--- src/rtl/winograd_tile_scheduler.sv ---
// Winograd tile scheduler: fetches 6x6 input tiles, hands them to a tile controller and writes
// back the 4x4 results. Define WINO_SCHED_PERF_EN to build the job cycle counter.
module winograd_tile_scheduler #(
  parameter int unsigned DATA_W = 32,
  parameter int unsigned ADDR_W = 16
) (
  input  logic                          clk,
  input  logic                          rst_n,
  input  logic                          start,
  output logic                          busy,
  output logic                          done,
  output logic                          err,
  input  logic [15:0]                   img_rows,
  input  logic [15:0]                   img_cols,
  output logic                          rd_en,
  output logic [ADDR_W-1:0]             rd_addr,
  input  logic [DATA_W-1:0]             rd_data,
  output logic                          tc_start,
  input  logic                          tc_done,
  output logic [0:5][0:5][DATA_W-1:0]   tile_out,
  input  logic [0:3][0:3][DATA_W-1:0]   result_in,
  output logic                          wr_en,
  output logic [ADDR_W-1:0]             wr_addr,
  output logic [DATA_W-1:0]             wr_data,
  output logic [31:0]                   perf_cycles
);

  typedef enum logic [2:0] {StIdle, StFetch, StCompute, StWait, StWrite, StDone} state_e;

  state_e                        state_q, state_d;
  logic [15:0]                   cols_q, out_cols_q, tiles_r_q, tiles_c_q, tr_q, tc_q;
  logic [2:0]                    i_q, j_q, cap_i_q, cap_j_q;
  logic                          drain_q, cap_vld_q, err_q;
  logic [0:5][0:5][DATA_W-1:0]   tile_q;
  logic [0:3][0:3][DATA_W-1:0]   result_q;

  logic                          dims_ok, accept, last_tile;
  logic [31:0]                   row0, col0;
  logic [ADDR_W-1:0]             rd_addr_calc, wr_addr_calc;

  assign dims_ok = (img_rows >= 16'd6) && (img_cols >= 16'd6) &&
                   (img_rows[1:0] == 2'd2) && (img_cols[1:0] == 2'd2);
  assign accept  = (state_q == StIdle) && start && dims_ok;

  assign row0 = {14'd0, tr_q, 2'd0};
  assign col0 = {14'd0, tc_q, 2'd0};
  assign rd_addr_calc = ADDR_W'((row0 + 32'(i_q)) * {16'd0, cols_q} + col0 + 32'(j_q));
  assign wr_addr_calc = ADDR_W'((row0 + 32'(i_q)) * {16'd0, out_cols_q} + col0 + 32'(j_q));
  assign last_tile = (tr_q == tiles_r_q - 16'd1) && (tc_q == tiles_c_q - 16'd1);

  assign tile_out = tile_q;
  assign err      = err_q;

  always_comb begin
    state_d  = state_q;
    busy     = (state_q != StIdle);
    done     = 1'b0;
    rd_en    = 1'b0;
    rd_addr  = '0;
    tc_start = 1'b0;
    wr_en    = 1'b0;
    wr_addr  = '0;
    wr_data  = '0;
    unique case (state_q)
      StIdle: begin
        if (accept) state_d = StFetch;
      end
      StFetch: begin
        // Final FETCH cycle only drains the last read's data into the tile.
        if (drain_q) begin
          state_d = StCompute;
        end else begin
          rd_en   = 1'b1;
          rd_addr = rd_addr_calc;
        end
      end
      StCompute: begin
        tc_start = 1'b1;
        state_d  = StWait;
      end
      StWait: begin
        if (tc_done) state_d = StWrite;
      end
      StWrite: begin
        wr_en   = 1'b1;
        wr_addr = wr_addr_calc;
        wr_data = result_q[i_q[1:0]][j_q[1:0]];
        if (i_q == 3'd3 && j_q == 3'd3) state_d = last_tile ? StDone : StFetch;
      end
      StDone: begin
        done    = 1'b1;
        state_d = StIdle;
      end
      default: state_d = StIdle;
    endcase
  end

  always_ff @(posedge clk) begin
    if (!rst_n) begin
      state_q    <= StIdle;
      cols_q     <= '0;
      out_cols_q <= '0;
      tiles_r_q  <= '0;
      tiles_c_q  <= '0;
      tr_q       <= '0;
      tc_q       <= '0;
      i_q        <= '0;
      j_q        <= '0;
      cap_i_q    <= '0;
      cap_j_q    <= '0;
      drain_q    <= 1'b0;
      cap_vld_q  <= 1'b0;
      err_q      <= 1'b0;
      tile_q     <= '0;
      result_q   <= '0;
    end else begin
      state_q   <= state_d;
      err_q     <= (state_q == StIdle) && start && !dims_ok;
      cap_vld_q <= rd_en;
      cap_i_q   <= i_q;
      cap_j_q   <= j_q;
      if (cap_vld_q) tile_q[cap_i_q][cap_j_q] <= rd_data;
      if (state_q == StWait && tc_done) result_q <= result_in;
      unique case (state_q)
        StIdle: begin
          if (accept) begin
            cols_q     <= img_cols;
            out_cols_q <= img_cols - 16'd2;
            tiles_r_q  <= (img_rows - 16'd2) >> 2;
            tiles_c_q  <= (img_cols - 16'd2) >> 2;
            tr_q       <= '0;
            tc_q       <= '0;
            i_q        <= '0;
            j_q        <= '0;
            drain_q    <= 1'b0;
          end
        end
        StFetch: begin
          if (!drain_q) begin
            if (j_q == 3'd5) begin
              j_q <= '0;
              if (i_q == 3'd5) begin
                i_q     <= '0;
                drain_q <= 1'b1;
              end else begin
                i_q <= i_q + 3'd1;
              end
            end else begin
              j_q <= j_q + 3'd1;
            end
          end
        end
        StWrite: begin
          if (j_q == 3'd3) begin
            j_q <= '0;
            if (i_q == 3'd3) begin
              i_q     <= '0;
              drain_q <= 1'b0;
              if (tc_q == tiles_c_q - 16'd1) begin
                tc_q <= '0;
                tr_q <= tr_q + 16'd1;
              end else begin
                tc_q <= tc_q + 16'd1;
              end
            end else begin
              i_q <= i_q + 3'd1;
            end
          end else begin
            j_q <= j_q + 3'd1;
          end
        end
        default: ;
      endcase
    end
  end

`ifdef WINO_SCHED_PERF_EN
  logic [31:0] perf_q;

  // Counting stops once back in IDLE, so the value holds until the next accepted start.
  always_ff @(posedge clk) begin
    if (!rst_n) begin
      perf_q <= '0;
    end else if (accept) begin
      perf_q <= '0;
    end else if (busy) begin
      perf_q <= perf_q + 32'd1;
    end
  end

  assign perf_cycles = perf_q;
`else
  assign perf_cycles = '0;
`endif

endmodule

--- config.mk ---
export PLATFORM = sky130hd
export DESIGN_NAME = winograd_tile_scheduler
export DESIGN_NICKNAME = d
export VERILOG_FILES = /design/src/rtl/winograd_tile_scheduler.sv
export SDC_FILE = /design/constraint.sdc
export NUM_CORES = 2
export LEC_CHECK = 0
export BUFFER_PORTS_ARGS = -buffer_cell sky130_fd_sc_hd__buf_2
export CELL_PAD_IN_SITES_DETAIL_PLACEMENT = 0
export CELL_PAD_IN_SITES_GLOBAL_PLACEMENT = 2
export CORE_AREA = 5 5 706 708
export DETAILED_ROUTE_END_ITERATION = 16
export DIE_AREA = 0 0 711 713
export PLACE_DENSITY = 0.52
export SLEW_MARGIN = 20
export SYNTH_ARGS = -nofsm -noshare
export SYNTH_HDL_FRONTEND = slang
export SYNTH_SLANG_ARGS = --single-unit
--- constraint.sdc ---
create_clock -name clk -period 6.7 [get_ports clk]
set_clock_uncertainty 0.15 [all_clocks]
set_input_delay 0.67 -clock clk [delete_from_list [all_inputs] [get_ports clk]]
set_output_delay 0.67 -clock clk [all_outputs]
set_load 0.05 [all_outputs]
* Word-level counts from Yosys, hierarchy flattened
Cells that the tools add are included.
Widths: inputs -> output; s select.
** Word-level totals
- Bits in registers :: 1774
- Input port bits :: 580
- Logic and storage cells :: 191
** Cells by class
- Add/sub/neg operators :: 13
- Multiply operators :: 2
- Order comparisons :: 8
- Equal/unequal tests :: 22
- Multiplexer cells :: 53
- Bitwise logic cells :: 4
- Reductions and logical operators :: 23
** Operators by type and width (count)
- $bwmux 1152 :: 1
- $demux 192 s3 :: 1
- $bmux 128 s2 :: 1
- $mux 128 :: 2
- $mux 192 :: 1
- $mux 16 :: 10
- $mux 32 :: 4
- $demux 32 s3 :: 1
- $bmux 32 s2 :: 1
- $pmux 16 s2 :: 2
- $mux 3 :: 14
- $mul 19x16->16 :: 2
- $add 16x1->16 const B :: 2
- $add 16x16->16 :: 2
- $add 16x3->16 :: 2
- $eq 16x16->1 :: 2
- $ge 16x3->1 const B :: 2
- $sub 16x2->16 const B :: 2
- $sub 14x1->15 const B :: 2
- $add 18x3->19 :: 1
- $ne 2x2->1 const B :: 9
- $pmux 3 s3 :: 2
- $pmux 3 s5 :: 1
- $eq 3x2->1 const B :: 4
- other kinds (20) :: 54

* Logic depth before layout (Yosys ltp)
- Depth in word-level cells :: 8
- Mapped depth :: 25
- Gate-level depth less buffers :: 25

* Least setup slack after synthesis
Ideal clock, no wire load.
- Kind :: reg2out
- Start point :: register tr_q[0]
- End point :: output wr_addr[14]
- Arrival :: 7.294 ns
- Data required time :: 5.880 ns
- Path slack :: -1.414 ns
- Stages on the path, launching flop included :: 25
- Buffers on the path :: 0
- Path through :: dfxtp_1 ha_1 ha_1 nand3_1 nor2_1 and3_1 xnor2_1 and2_1 fa_1 inv_1 fa_1 inv_1 fa_1 inv_1 fa_1 inv_1 fa_1 inv_1 fa_1 inv_1 ha_1 o21a_1 a2111oi_0 nor3_1 nor3b_1
** On the way
- Longest elaborated chain between the ends :: 5
** Ends and longest elaborated chain
- start: declaration :: RTL line 31 : logic [15:0] cols_q, out_cols_q, tiles_r_q, tiles_c_q, tr_q, tc_q;
- start signal: assignment :: RTL line 161 : tr_q <= tr_q + 16'd1;
- $add 18x3->19 :: RTL line 48 : assign wr_addr_calc = ADDR_W'((row0 + 32'(i_q)) * {16'd0, out_cols_q} + col0 + 32'(j_q));
- $mul 19x16->16 :: RTL line 48
- $add 16x16->16 :: RTL line 48
- $add 16x3->16 :: RTL line 48
- $mux 16 :: RTL line 64 : unique case (state_q)
- end: declaration :: RTL line 23 : output logic [ADDR_W-1:0] wr_addr,
Every way passes these cells.

* Final worst setup path
- Start point :: register tr_q[0]
- End point :: output rd_addr[15]
** On the way
- Longest elaborated chain between the ends :: 6
** Ends and longest elaborated chain
- $add 18x3->19 :: RTL line 47 : assign rd_addr_calc = ADDR_W'((row0 + 32'(i_q)) * {16'd0, cols_q} + col0 + 32'(j_q));
- $mul 19x16->16 :: RTL line 47
- $add 16x16->16 :: RTL line 47
- $add 16x3->16 :: RTL line 47
- $mux 16 :: RTL line 70 : if (drain_q) begin
- $mux 16 :: RTL line 64
- end: declaration :: RTL line 16 : output logic [ADDR_W-1:0] rd_addr,
Every way passes these cells.

==> flow_summary.json <==
{
  "syn_area_um2": 75900,
  "io_pins": 1834,
  "worstPathArrival_ns": 7.18,
  "hp-start": "result_in[91]",
  "fillers": 55200,
  "initial_core_util": 0.154,
  "gp_congestion": 0.807,
  "finalNetCount": 12400,
  "critPathRequiredTime_ns": 5.88,
  "syn2layout_area_growth_pct": 41.1,
  "ir_worst_vdd_mv": 0.229,
  "routed_wl_um": 503000,
  "yosysWarnings": 0,
  "crit_family": "adder cells",
  "final_cell_mix": "3542 x nand2_1, 1753 x dfxtp_1, 1749 x buf_2",
  "status": "finished with violations",
  "grt_antenna_before_repair": 123,
  "grt_pass1_vias": 72500,
  "synthDistinctLibCells": 74,
  "vias": 74000,
  "postSynthCellCount": 9437,
  "drive_gt1_frac": 0.242,
  "layout_commonest_cell": "nand2_1",
  "coreArea_um2": 492000,
  "syn_area_per_cell_um2": 8.05,
  "grt_pass1_wl_um": 672000,
  "cp_num_buf_inv": 3,
  "finalSetupViolations": 16,
  "grt_usage": 0.190,
  "ys.flop_type": "dfxtp_1",
  "switching_share": 0.276,
  "dieArea_um2": 507000,
  "synth_edf_count": 0,
  "clkPwrFrac": 0.497,
  "worst-setup-path-type": "flop to primary output",
  "crit_chain": "ha_4 > ha_4 > nand3_4 > or4_4 > xnor2_4 > nand2_2 > fa_1 > fa_1 > fa_1 > inv_1 > fa_1 > inv_1 > fa_1 > fa_2 > xor2_1 > xnor2_1 > xnor2_1 > xnor2_1 > xnor2_1 > xnor3_1 > xnor3_2 > xor2_4 > nor2_4 > buf_12",
  "post_drt_wl_per_cell_um": 27.5,
  "drt_iter0_drc": 4834,
  "route.detailed.drc": 0,
  "p_total_mw": 25.7,
  "gr-total-overflow": 0,
  "grt_max_degree": 202,
  "cts_tree": "done",
  "synthArstFlopShare": 0,
  "cp_common_cell": "fa_1",
  "io_buffers": 1801,
  "path_clk_slew_ns": 0.06,
  "hpwl_um": 367000,
  "r2r_start": "out_cols_q[2]",
  "fp.dieH_um": 713,
  "holdWs_ns": 0.0535,
  "timing.rr.end": "tr_q[15]",
  "rrSetupSlack_ns": 2.59,
  "worstSkewPairLatency_ns": 0.91,
  "p_leak_nw": 41.3,
  "final_max_slew_viol_count": 0,
  "max_stage_delay_ns": 0.55,
  "p_int_mw": 18.6,
  "power.switching_mw": 7.07,
  "violations": "setup timing",
  "placed_cells": 17200,
  "die_x_um": 711,
  "fin_ws_ns": -1.30,
  "path_max_fanout": 5,
  "critPathCaptureType": "primary output",
  "power_frac_seq": 0.412,
  "cts_sinks": 1759,
  "ctsRootBufferMaster": "clkbuf_16",
  "ys_ff_latch": 1759,
  "cts.path.max_buffers": 4,
  "maxSlewHeadroom": 0.0439,
  "min_path_cells": 3,
  "rsz0062_at_grt": "true",
  "ys_seq_area_frac": 0.464,
  "multiInputGateArea_um2": 37300,
  "slowest_stage": "fa_1",
  "instances_no_fill": 18300,
  "viasPerCell": 4.05,
  "min_to": "result_q[91]",
  "r2r_cells": 11,
  "share_comb_of_total_power": 0.090,
  "fmax_mhz": 125,
  "period_needed_ns": 8.00,
  "seq_area_um2": 35200,
  "row_count": 258,
  "pwr_density_cell_nw_per_um2": 239,
  "h-tree-depth": 4,
  "cap_violations": 0,
  "place_ws_ns": -0.647,
  "worst_hold_path_type": "input port to flop",
  "final_hold_viol_count": 0,
  "timing.final.crit_share": 1.19,
  "worst_slew_pin_slew_ns": 1.43,
  "dr.pass1.iters": 7,
  "cts_buffers": 232,
  "cp-start-kind": "flop",
  "antenna_left": 0
}
==> Yosys cell counts, types with 10 or more instances <==
cell type / count / share of area
nor2_1: 159 / 0.0079
buf_1: 15 / 0.00074
buf_4: 33 / 0.0033
fa_1: 190 / 0.050
nand2_1: 3575 / 0.18
nor4_1: 16 / 0.0013
nand2b_1: 15 / 0.0012
a21boi_0: 120 / 0.012
nor3_1: 32 / 0.0021
xor2_1: 48 / 0.0055
or3_1: 14 / 0.0012
mux4_2: 160 / 0.047
nor3b_1: 12 / 0.0012
xnor2_1: 114 / 0.013
o21ai_0: 15 / 0.00099
ha_1: 113 / 0.019
and2_1: 152 / 0.013
nand4_1: 12 / 0.00099
nand3_1: 28 / 0.0018
and3_1: 10 / 0.00082
dfxtp_1: 1759 / 0.46
a211oi_1: 21 / 0.0021
inv_1: 344 / 0.017
a21oi_1: 1603 / 0.11
clkbuf_1: 756 / 0.037
==> timing repair <==
| item | CTS | global route |
|---|---|---|
| gates resized for setup | 100 | 22 |
| hold endpoints to repair | 575 | 0 |
| buffers inserted | 18 | 3 |
| pin swaps | 71 | 30 |
| setup endpoints to repair | 18 | 19 |
| hold buffers | 547 | 0 |
==> tightest hold or removal path: cells and delay by family <==
family,cells,cell delay (ns)
buf+inv,1,0.10
simple gates,1,0.18
compound gates,1,0.09
==> per-stage QoR <==
step | util | area, um^2 | TNS [ns]
after floorplan | - | 76300 | -0.942
after global placement | 0.190 | 93200 | -3.66
after detailed placement | 0.190 | 93200 | -3.31
after CTS | 0.218 | 107000 | -14.64
after global routing | 0.218 | 107000 | -17.78
final | 0.218 | 107000 | -12.08
==> metal layers <==
metal / vias up / global-route usage / wire length (um)
li1: 34600 / - / -
met1: 36800 / 0.233 / 211000
met2: 2054 / 0.333 / 247000
met3: 522 / 0.0416 / 29000
met4: 24 / 0.0518 / 16200
met5: - / 0 / 133
==> kinds of logic (layout without fill, tap and decap cells) <==
family          Yosys count  after routing  share of synthesized area
compound gates         1821           1821                      0.128
xor+xnor                167            167                     0.0202
fa+ha+maj               304            304                     0.0688
buf+inv                1154           3423                     0.0591
flops                  1759           1759                      0.464
mux                     164            164                     0.0480
other cells               1             87                  0.0000494
simple gates           4067           4067                      0.213
==> worst max path at each step <==
stage                 start           to  slack [ns]  cells past startpoint
detailed placement   i_q[2]  rd_addr[15]       -0.65                     25
finish              tr_q[0]  rd_addr[15]       -1.30                     24
global placement     i_q[2]  rd_addr[15]       -0.68                     25
global route        tr_q[0]  wr_addr[15]       -1.64                     25
CTS                 tr_q[0]  wr_addr[15]       -1.46                     25
floorplan            i_q[2]  rd_addr[15]       -0.28                     23
==> final cells by class <==
type | count | share of cell area
Inverter | 345 | 0.0122
Sequential cell | 1759 | 0.329
Clock buffer | 353 | 0.0639
Antenna cell | 55 | 0.00128
Multi-Input combinational cell | 6555 | 0.348
Timing Repair Buffer | 2657 | 0.162
Tap cell | 6500 | 0.0759
Clock inverter | 68 | 0.00716
==> power by group through the flow <==
stage | logic [mW] | clock network [mW] | registers [mW]
2_1_floorplan | 0.944 | 0 | 10.8
3_3_place_gp | 2.10 | 0 | 10.8
3_5_place_dp | 2.09 | 0 | 10.8
4_1_cts | 2.40 | 13.2 | 10.6
5_1_grt | 2.47 | 13.5 | 10.6
6_report | 2.32 | 12.8 | 10.6
==> sequential cells by signal, summed over array words and instances (netlist names) <==
signal,flops
result_q,512
err,1
out_cols_q,15
tr_q,16
drain_q,1
i_q,3
state_q,3
cap_vld_q,1
cap_i_q,3
j_q,3
tile_out,1152
tc_q,16
tiles_r_q,14
cap_j_q,3
cols_q,16
No activity file was read; power rests on OpenSTA's default activity.
